$ cat config.mk
export PLATFORM = sky130hd
export DESIGN_NAME = trigger_sequencer
export DESIGN_NICKNAME = d
export VERILOG_FILES = /design/src/rtl/trigger_sequencer.sv
export SDC_FILE = /design/constraint.sdc
export NUM_CORES = 1
export LEC_CHECK = 0
export CAP_MARGIN = 20
export CORE_MARGIN = 10
export CORE_UTILIZATION = 60
export CTS_BUF_LIST = sky130_fd_sc_hd__clkbuf_8
export DETAILED_ROUTE_END_ITERATION = 6
export PLACE_DENSITY = 0.9
export SLEW_MARGIN = 5
export SYNTH_ARGS = -nofsm -noshare
export SYNTH_HDL_FRONTEND = slang
export SYNTH_SLANG_ARGS = --single-unit
$ cat constraint.sdc
create_clock -name i_clk -period 7.1 [get_ports i_clk]
set_input_delay 1.42 -clock i_clk [delete_from_list [all_inputs] [get_ports i_clk]]
set_output_delay 1.42 -clock i_clk [all_outputs]
set_load 0.01 [all_outputs]
$ cat src/rtl/trigger_sequencer.sv
// trigger_sequencer: multi-stage trigger engine for the logic analyzer capture path.
// Walks a programmable sequence of pattern/edge stages (each with an occurrence
// count) and then runs a counted post-trigger window.
// Ports:
//   i_clk, i_rst             clock, synchronous active-high reset
//   i_data                   sampled channel word
//   i_cfg_*                  stage configuration write port (accepted in IDLE/DONE)
//   i_num_stages             index of the last active stage
//   i_post_count             run-window length (0 = unbounded)
//   i_arm, i_once            arm (rising edge), single-shot vs auto re-arm
//   i_ext_trig, i_ext_enable external trigger (rising edge) and its gate
//   i_man_toggle             manual start/stop (rising edge)
//   o_state, o_stage         current state and stage index
//   o_trig, o_run, o_cfg_err trigger pulse, run window, rejected-write pulse
module trigger_sequencer #(
  parameter  int WIDTH  = 8,
  parameter  int STAGES = 4,
  parameter  int CNT_W  = 16,
  localparam int SW     = (STAGES > 1) ? $clog2(STAGES) : 1
) (
  input  logic             i_clk,
  input  logic             i_rst,
  input  logic [WIDTH-1:0] i_data,
  input  logic             i_cfg_we,
  input  logic [SW-1:0]    i_cfg_stage,
  input  logic [WIDTH-1:0] i_cfg_mask,
  input  logic [WIDTH-1:0] i_cfg_value,
  input  logic [WIDTH-1:0] i_cfg_rise,
  input  logic [WIDTH-1:0] i_cfg_fall,
  input  logic [CNT_W-1:0] i_cfg_count,
  input  logic [SW-1:0]    i_num_stages,
  input  logic [CNT_W-1:0] i_post_count,
  input  logic             i_arm,
  input  logic             i_once,
  input  logic             i_ext_trig,
  input  logic             i_ext_enable,
  input  logic             i_man_toggle,
  output logic [1:0]       o_state,
  output logic [SW-1:0]    o_stage,
  output logic             o_trig,
  output logic             o_run,
  output logic             o_cfg_err
);

  typedef enum logic [1:0] {IDLE = 2'd0, ARMED = 2'd1, RUN = 2'd2, DONE = 2'd3} state_t;

  state_t           state_q, state_d;
  logic [SW-1:0]    stage_q, stage_d;
  logic [CNT_W-1:0] hit_q, hit_d;
  logic [CNT_W-1:0] post_q, post_d;
  logic             trig_q, trig_d;
  logic             run_q, run_d;
  logic             err_q, err_d;
  logic [WIDTH-1:0] d_prev_q;
  logic             valid_q;
  logic             arm_q, man_q, ext_q;

  logic [WIDTH-1:0] mask_q  [STAGES];
  logic [WIDTH-1:0] value_q [STAGES];
  logic [WIDTH-1:0] rise_q  [STAGES];
  logic [WIDTH-1:0] fall_q  [STAGES];
  logic [CNT_W-1:0] count_q [STAGES];

  logic             cfg_open;
  logic             arm_ev, man_ev, ext_ev;
  logic [WIDTH-1:0] cur_mask, cur_value, cur_rise, cur_fall;
  logic [CNT_W-1:0] cur_count;
  logic             level_ok, edge_ok, hit;
  logic             num_ok;
  logic [SW-1:0]    last_stage;
  logic             go_run;

  assign cfg_open = (state_q == IDLE) || (state_q == DONE);
  assign arm_ev   = i_arm & ~arm_q;
  assign man_ev   = i_man_toggle & ~man_q;
  assign ext_ev   = i_ext_trig & ~ext_q & i_ext_enable;

  // Stage lookup and last-stage clamp use index-compare loops so that
  // out-of-range indices (non power-of-two STAGES) never address the arrays.
  always_comb begin
    cur_mask  = '0;
    cur_value = '0;
    cur_rise  = '0;
    cur_fall  = '0;
    cur_count = '0;
    num_ok    = 1'b0;
    for (int unsigned i = 0; i < STAGES; i++) begin
      if (stage_q == SW'(i)) begin
        cur_mask  = mask_q[i];
        cur_value = value_q[i];
        cur_rise  = rise_q[i];
        cur_fall  = fall_q[i];
        cur_count = count_q[i];
      end
      if (i_num_stages == SW'(i)) num_ok = 1'b1;
    end
    last_stage = num_ok ? i_num_stages : SW'(STAGES - 1);
  end

  always_comb begin
    level_ok = (((i_data ^ cur_value) & cur_mask) == '0);
    if ((cur_rise == '0) && (cur_fall == '0)) begin
      edge_ok = 1'b1;
    end else begin
      edge_ok = valid_q & ((|(cur_rise & i_data & ~d_prev_q)) |
                           (|(cur_fall & ~i_data & d_prev_q)));
    end
    hit = level_ok & edge_ok;
  end

  always_comb begin
    state_d = state_q;
    stage_d = stage_q;
    hit_d   = hit_q;
    post_d  = post_q;
    trig_d  = 1'b0;
    go_run  = 1'b0;
    unique case (state_q)
      IDLE: begin
        if (man_ev) begin
          go_run = 1'b1;
        end else if (arm_ev) begin
          state_d = ARMED;
          stage_d = '0;
          hit_d   = '0;
        end
      end
      ARMED: begin
        if (man_ev || ext_ev) begin
          go_run = 1'b1;
        end else if (hit) begin
          if (hit_q == cur_count) begin
            if (stage_q >= last_stage) begin
              go_run = 1'b1;
            end else begin
              stage_d = stage_q + 1'b1;
              hit_d   = '0;
            end
          end else if (hit_q != '1) begin
            hit_d = hit_q + 1'b1;
          end
        end
      end
      RUN: begin
        if (man_ev || ((i_post_count != '0) && (post_q == i_post_count - 1'b1))) begin
          state_d = DONE;
        end else if (post_q != '1) begin
          post_d = post_q + 1'b1;
        end
      end
      DONE: begin
        if (man_ev) begin
          go_run = 1'b1;
        end else if (!i_once || arm_ev) begin
          state_d = ARMED;
          stage_d = '0;
          hit_d   = '0;
        end
      end
      default: state_d = IDLE;
    endcase
    if (go_run) begin
      state_d = RUN;
      post_d  = '0;
      trig_d  = 1'b1;
    end
    run_d = (state_d == RUN);
    err_d = i_cfg_we & ~cfg_open;
  end

  always_ff @(posedge i_clk) begin
    if (i_rst) begin
      state_q  <= IDLE;
      stage_q  <= '0;
      hit_q    <= '0;
      post_q   <= '0;
      trig_q   <= 1'b0;
      run_q    <= 1'b0;
      err_q    <= 1'b0;
      d_prev_q <= '0;
      valid_q  <= 1'b0;
      arm_q    <= 1'b0;
      man_q    <= 1'b0;
      ext_q    <= 1'b0;
      for (int unsigned i = 0; i < STAGES; i++) begin
        mask_q[i]  <= '0;
        value_q[i] <= '0;
        rise_q[i]  <= '0;
        fall_q[i]  <= '0;
        count_q[i] <= '0;
      end
    end else begin
      state_q  <= state_d;
      stage_q  <= stage_d;
      hit_q    <= hit_d;
      post_q   <= post_d;
      trig_q   <= trig_d;
      run_q    <= run_d;
      err_q    <= err_d;
      d_prev_q <= i_data;
      valid_q  <= 1'b1;
      arm_q    <= i_arm;
      man_q    <= i_man_toggle;
      ext_q    <= i_ext_trig;
      for (int unsigned i = 0; i < STAGES; i++) begin
        if (i_cfg_we && cfg_open && (i_cfg_stage == SW'(i))) begin
          mask_q[i]  <= i_cfg_mask;
          value_q[i] <= i_cfg_value;
          rise_q[i]  <= i_cfg_rise;
          fall_q[i]  <= i_cfg_fall;
          count_q[i] <= i_cfg_count;
        end
      end
    end
  end

  assign o_state   = state_q;
  assign o_stage   = stage_q;
  assign o_trig    = trig_q;
  assign o_run     = run_q;
  assign o_cfg_err = err_q;

endmodule
-- Word level (Yosys, flattened, before mapping)
Memory sizes are Yosys's and may differ from the RTL's.
Cells that the tools add are included.
- memories kept: 5
- output and inout port bits: 7
- register bits: 51
- logic and storage cells: 212
- RAM bits: 192
- muxes and demuxes: 94
- bitwise gates (word level): 41
- magnitude comparators: 1
- equality and inequality tests: 27
- $add $sub $neg: 4
- reductions and logical operators: 28
- memories (name ; depth ; bits a word ; rd ports ; clocked after memory_dff ; write ports ; RTL line ; text):
    count_q ; 4 ; 16 ; 4 ; 0 ; 4 ; 62 ; logic [CNT_W-1:0] count_q [STAGES];
    fall_q ; 4 ; 8 ; 4 ; 0 ; 4 ; 61 ; logic [WIDTH-1:0] fall_q [STAGES];
    mask_q ; 4 ; 8 ; 4 ; 0 ; 4 ; 58 ; logic [WIDTH-1:0] mask_q [STAGES];
    rise_q ; 4 ; 8 ; 4 ; 0 ; 4 ; 60 ; logic [WIDTH-1:0] rise_q [STAGES];
    value_q ; 4 ; 8 ; 4 ; 0 ; 4 ; 59 ; logic [WIDTH-1:0] value_q [STAGES];
- operators with widths (operator ; count):
    $mux W16 ; 17
    $mux W8 ; 32
    $pmux W16 S3 ; 1
    $and A8 B8 Y8 ; 5
    $add A16 B1 Y16 const B ; 2
    $eq A16 B16 Y1 ; 2
    $ne A16 B16 Y1 const B ; 2
    $mux W2 ; 15
    $mux W1 ; 26
    $logic_not A8 Y1 ; 3
    $or A1 B1 Y1 ; 21
    $eq A2 B2 Y1 const B ; 9
    $reduce_and A9 Y1 ; 2
    $not A8 Y8 ; 2
    $reduce_bool A16 Y1 ; 1
    $reduce_or A8 Y1 ; 2
    $sub A16 B1 Y16 const B ; 1
    $ne A2 B2 Y1 const B ; 7
    $pmux W2 S3 ; 2
    $eq A2 B1 Y1 const B ; 4
    $logic_not A2 Y1 ; 4
    $xor A8 B8 Y8 ; 1
    $and A1 B1 Y1 ; 7
    $logic_and A1 B1 Y1 ; 7
    11 further kinds ; 20

-- Depth between registers and ports, before layout
- depth after elaboration: 17
- mapped depth: 16
- gate-level depth less buffers: 11

-- Least setup slack after synthesis
OpenSTA, ideal clock, no wires.
- path type: input to register
- start: input i_cfg_stage[0]
- end: memory count_q[2][0], enable pin
- path slack: 1.273 ns
- cell stages on the path: 2
- library setup time: 0.520 ns
- data required time: 6.580 ns
- path buffers: 0
- arrival time: 5.307 ns
- cell sequence: or3b_2 -> o21ai_0
- RTL lines (what ; RTL line ; text):
    from (decl) ; 25 ; input logic [SW-1:0] i_cfg_stage,
    to (decl) ; 62 ;

-- Worst setup path after layout
- start: register stage_q[0] (netlist: o_stage[0])
- end: register post_q[15]
- cells in the longest elaborated chain, start to end: 16
- RTL lines (what ; RTL line ; text):
    from (decl) ; 48 ; logic [SW-1:0] stage_q, stage_d;
    from (signal assigned) ; 194 ; stage_q <= stage_d;
    $logic_not A2 Y1 ; 88 ; if (stage_q == SW'(i)) begin
    $mux W8 (4 in a row) ; 88 ;
    $and A8 B8 Y8 (on tied branches) (2 in a row) ; 105, 106 ;
    $reduce_or A8 Y1 (on tied branches) ; 105, 106 ;
    $or A1 B1 Y1 ; 105 ; edge_ok = valid_q & ((|(cur_rise & i_data & ~d_prev_q)) |
    $and A1 B1 Y1 ; 105 ;
    $mux W1 ; 102 ; if ((cur_rise == '0) && (cur_fall == '0)) begin
    $and A1 B1 Y1 ; 108 ; hit = level_ok & edge_ok;
    $mux W1 (*) ; 131 ; end else if (hit) begin
    $mux W1 (*) ; 129 ; if (man_ev || ext_ev) begin
    $pmux W1 S2 (*) ; 118 ; unique case (state_q)
    $reduce_or A2 Y1 (no line) (*) ; n/a ;
    to (signal assigned) ; 196 ; post_q <= post_d;
    to (decl) ; 50 ; logic [CNT_W-1:0] post_q, post_d;
Every way passes the cells marked *; elsewhere a longest branch is shown, timed or not.
A chain may end at the register's enable or synchronous reset.

==> metrics.txt <==
WL/cell 20.7 µm; Mapped Nets 1162; clock share of power 0.340; worst min path class reg2reg; hold buffer count at cts 0; first-pass GRT wire length 47300 µm; Rel. slew slack 0.307; VDD IR-drop max 0.000168 V; Worst Max-Slew Pin Slew 1.03 ns; Area Growth Syn to Fin 15.7%; Max Slew Vio Count 0; Hold Crit Depth 2; CP cell instances inv_1 -> ha_1 -> buf_4 -> nor2b_2 -> buf_4 -> a311o_1 -> nor3_1 -> or4_1 -> nor4_2 -> o22a_1 -> a31oi_1 -> o21ai_1 -> nor2_1; worst setup path category reg2reg; routed vias/inst 6.19; max-cap check violation count 0; P_sw 1.02 mW; portion of netlist area occupied by mux cells 0.00332; adder-cell share of the synthesized area 0.0156; Final setup viols 0; compound-gate portion of the synthesized area 0.108; Setup crit start o_stage[0]$_SDFFE_PP0P_; Critical-path top delay cell o21ai_1; half-perimeter wire length after placement 18900 µm; initial antenna violation count 1; Place WS 2.04 ns; CTS root buffer clkbuf_8; largest net degree at the start of global routing 69; Pwr Density 259 nW/µm²; 1st-pass router iterations 5; Worst Path Arrival 5.24 ns; final hold viol count 0; num rows 51; reg2reg start o_stage[0]$_SDFFE_PP0P_; H-Tree Depth 2; commonest non-fill, non-tap cell in the layout and2_1; setup slack, reg-to-reg 2.24 ns; post-synthesis xor/xnor area fraction 0.0422; clk_lat worst skew 0.55 ns; Final min period 4.86 ns; Num CTS Buffers 40; Resized cells post-CTS 0; register area share after synthesis 0.563; first-iteration detailed-routing DRC count 962; switch share 0.282; max incr delay on CP 0.86 ns; Layout Cells excl Fill 1439; synthesis-stage register bit count 243; Setup TNS 0 ns; Clock Tree Buf Depth 3; Starting Density 0.615; share of cells above drive strength 1 0.0725; grt total ovfl 0; Crit Reg-Reg Endpoint post_q[15]$_SDFFE_PP0P_; simple-gate share of the synthesized area 0.238; final period utilization 0.684; Final ANT Viol Nets 0; Setup WS post-layout 2.24 ns; number of port buffers 90; DRC Markers 0; number of global-route vias before repair 9029; crit-path max FO 22; Tot GR Track Use 0.224; Post-CTS Setup Bufs 0; IO Pins 91; Seq pwr share 0.478; Critical Path Sink post_q[15]$_SDFFE_PP0P_; crit-path most repeated cell buf_4; largest family of logic cells by synthesized area simple AND/OR/NAND/NOR gates; Peak Freq 206 MHz; Synth Warn # 0; DP Cell Count 1367; fin nets 1244; Post-synth EDFFs 192; Total Routed Length 29800 µm; die height 162 µm; P_leak 5.13 nW; ys flop type edfxtp_1; required time of the critical path 7.48 ns; die width 162 µm; Avg Inst Size Synth 11.3 µm²; via count 8907; CTS tree yes; RSZ-0062 raised after global routing no; Yosys cell types 68; Comb pwr share 0.182; utilization after layout 0.712; Core ar. 19600 µm²; Fillers 1360; most frequent cells in the layout and2_1, edfxtp_1, clkdlybuf4s50_1, dfxtp_1, clkbuf_8; status finished clean; FFs w/ async S/R, synth 0; clock tree sinks 243; synthesized cell area 12000 µm²; CP Capture Type flop; Clock transition at path regs 0.07 ns; die area 26200 µm²; Reg2Reg Depth 13; post-layout power 3.61 mW; Int Pwr 2.59 mW; Synth Instances 1063; Final Wtd Congestion 0.827; startpoint types flop; Worst Clk Skew 0.0139 ns
## registers in the layout, summed over array words and instances, names as in the netlist, 2 cells and up
signal    flops
fall_q       32
rise_q       32
post_q       16
d_prev_q      8
o_state       2
o_stage       2
hit_q        16
value_q      32
count_q      64
mask_q       32
## worst max-delay path: cells and delay by family (launching register included)
kind,cells,cell delay (ns)
simple gates,5,1.76
buf+inv,3,0.85
compound gates,4,1.54
fa+ha+maj,1,0.16
flops,1,0.36
## metal layers
| layer | up-vias | track usage | part of all wire |
|---|---|---|---|
| li1 | 4087 | - | - |
| met1 | 4313 | 0.281 | 0.40 |
| met2 | 436 | 0.372 | 0.48 |
| met3 | 71 | 0.0513 | 0.092 |
| met4 | 0 | 0.0827 | 0.023 |
| met5 | - | 0 | 0 |
## area by class of cell
cell class	count	area, µm²	share of cell area
Timing Repair Buffer	104	1010	0.0721
Clock buffer	43	592	0.0424
Clock inverter	27	191	0.0137
Multi-Input combinational cell	737	4960	0.356
Tap cell	265	332	0.0238
Sequential cell	243	6790	0.487
Antenna cell	1	2.50	0.000179
Inverter	19	71.3	0.00511
## worst min-delay path by stage
stage | slack, ns | endpoint | startpoint
finish | 0.52 | hit_q[10]$_SDFFE_PP0P_ | hit_q[10]$_SDFFE_PP0P_
global route | 0.55 | hit_q[5]$_SDFFE_PP0P_ | hit_q[5]$_SDFFE_PP0P_
CTS | 0.52 | hit_q[10]$_SDFFE_PP0P_ | hit_q[10]$_SDFFE_PP0P_
detailed placement | 0.51 | hit_q[10]$_SDFFE_PP0P_ | hit_q[10]$_SDFFE_PP0P_
global placement | 0.49 | hit_q[5]$_SDFFE_PP0P_ | hit_q[5]$_SDFFE_PP0P_
floorplan | 0.47 | hit_q[8]$_SDFFE_PP0P_ | hit_q[8]$_SDFFE_PP0P_
## cells in the mapped netlist (all sizes together) (3+ instances only)
cell	count	share of area
a211oi	33	0.021
a21boi	4	0.0025
a21o	3	0.0019
a21oi	20	0.0083
a221oi	17	0.014
a22oi	15	0.0093
a31oi	3	0.0016
a32oi	4	0.0029
and2	195	0.10
and3	11	0.0057
and3b	4	0.0029
and4	3	0.0022
buf	20	0.010
clkbuf	44	0.014
dfxtp	51	0.085
edfxtp	192	0.48
ha	15	0.016
inv	18	0.0056
mux2i	4	0.0033
nand2	33	0.010
nand2b	5	0.0026
nand3	21	0.0087
nand3b	27	0.017
nand4	21	0.011
nand4b	3	0.0022
nor2	38	0.012
nor2b	34	0.018
nor3	13	0.0054
nor3b	18	0.011
nor4	14	0.0078
o21a	3	0.0019
o21ai	39	0.016
o22ai	17	0.0088
o31ai	7	0.0044
or3	22	0.011
or4	8	0.0050
xnor2	19	0.014
xor2	39	0.028
## per-stage QoR
| step | hold WS [ns] | cell area (µm²) |
|---|---|---|
| final | 0.519 | 13900 |
| after CTS | 0.522 | 13900 |
| after global routing | 0.553 | 13900 |
| after floorplan | 0.466 | 12000 |
| after detailed placement | 0.511 | 13200 |
| after global placement | 0.494 | 13200 |
## cell families (layout without fill, tap and decap cells)
kind of cell | count (synthesis) | in the layout
mux | 4 | 4
xor+xnor | 58 | 58
buf+inv | 83 | 193
compound gates | 184 | 184
other cells | 0 | 1
flops | 243 | 243
fa+ha+maj | 15 | 15
simple gates | 476 | 476
## power by group through the flow
stage                     combinational [mW]  sequential [mW]  clock [mW]
final                                  0.656             1.72        1.23
after detailed placement               0.639             1.75           0
after floorplan                        0.418             1.76           0
after global placement                 0.615             1.75           0
after global routing                   0.714             1.74        1.30
after CTS                              0.643             1.72        1.23
(Power assumes the default switching activity.)
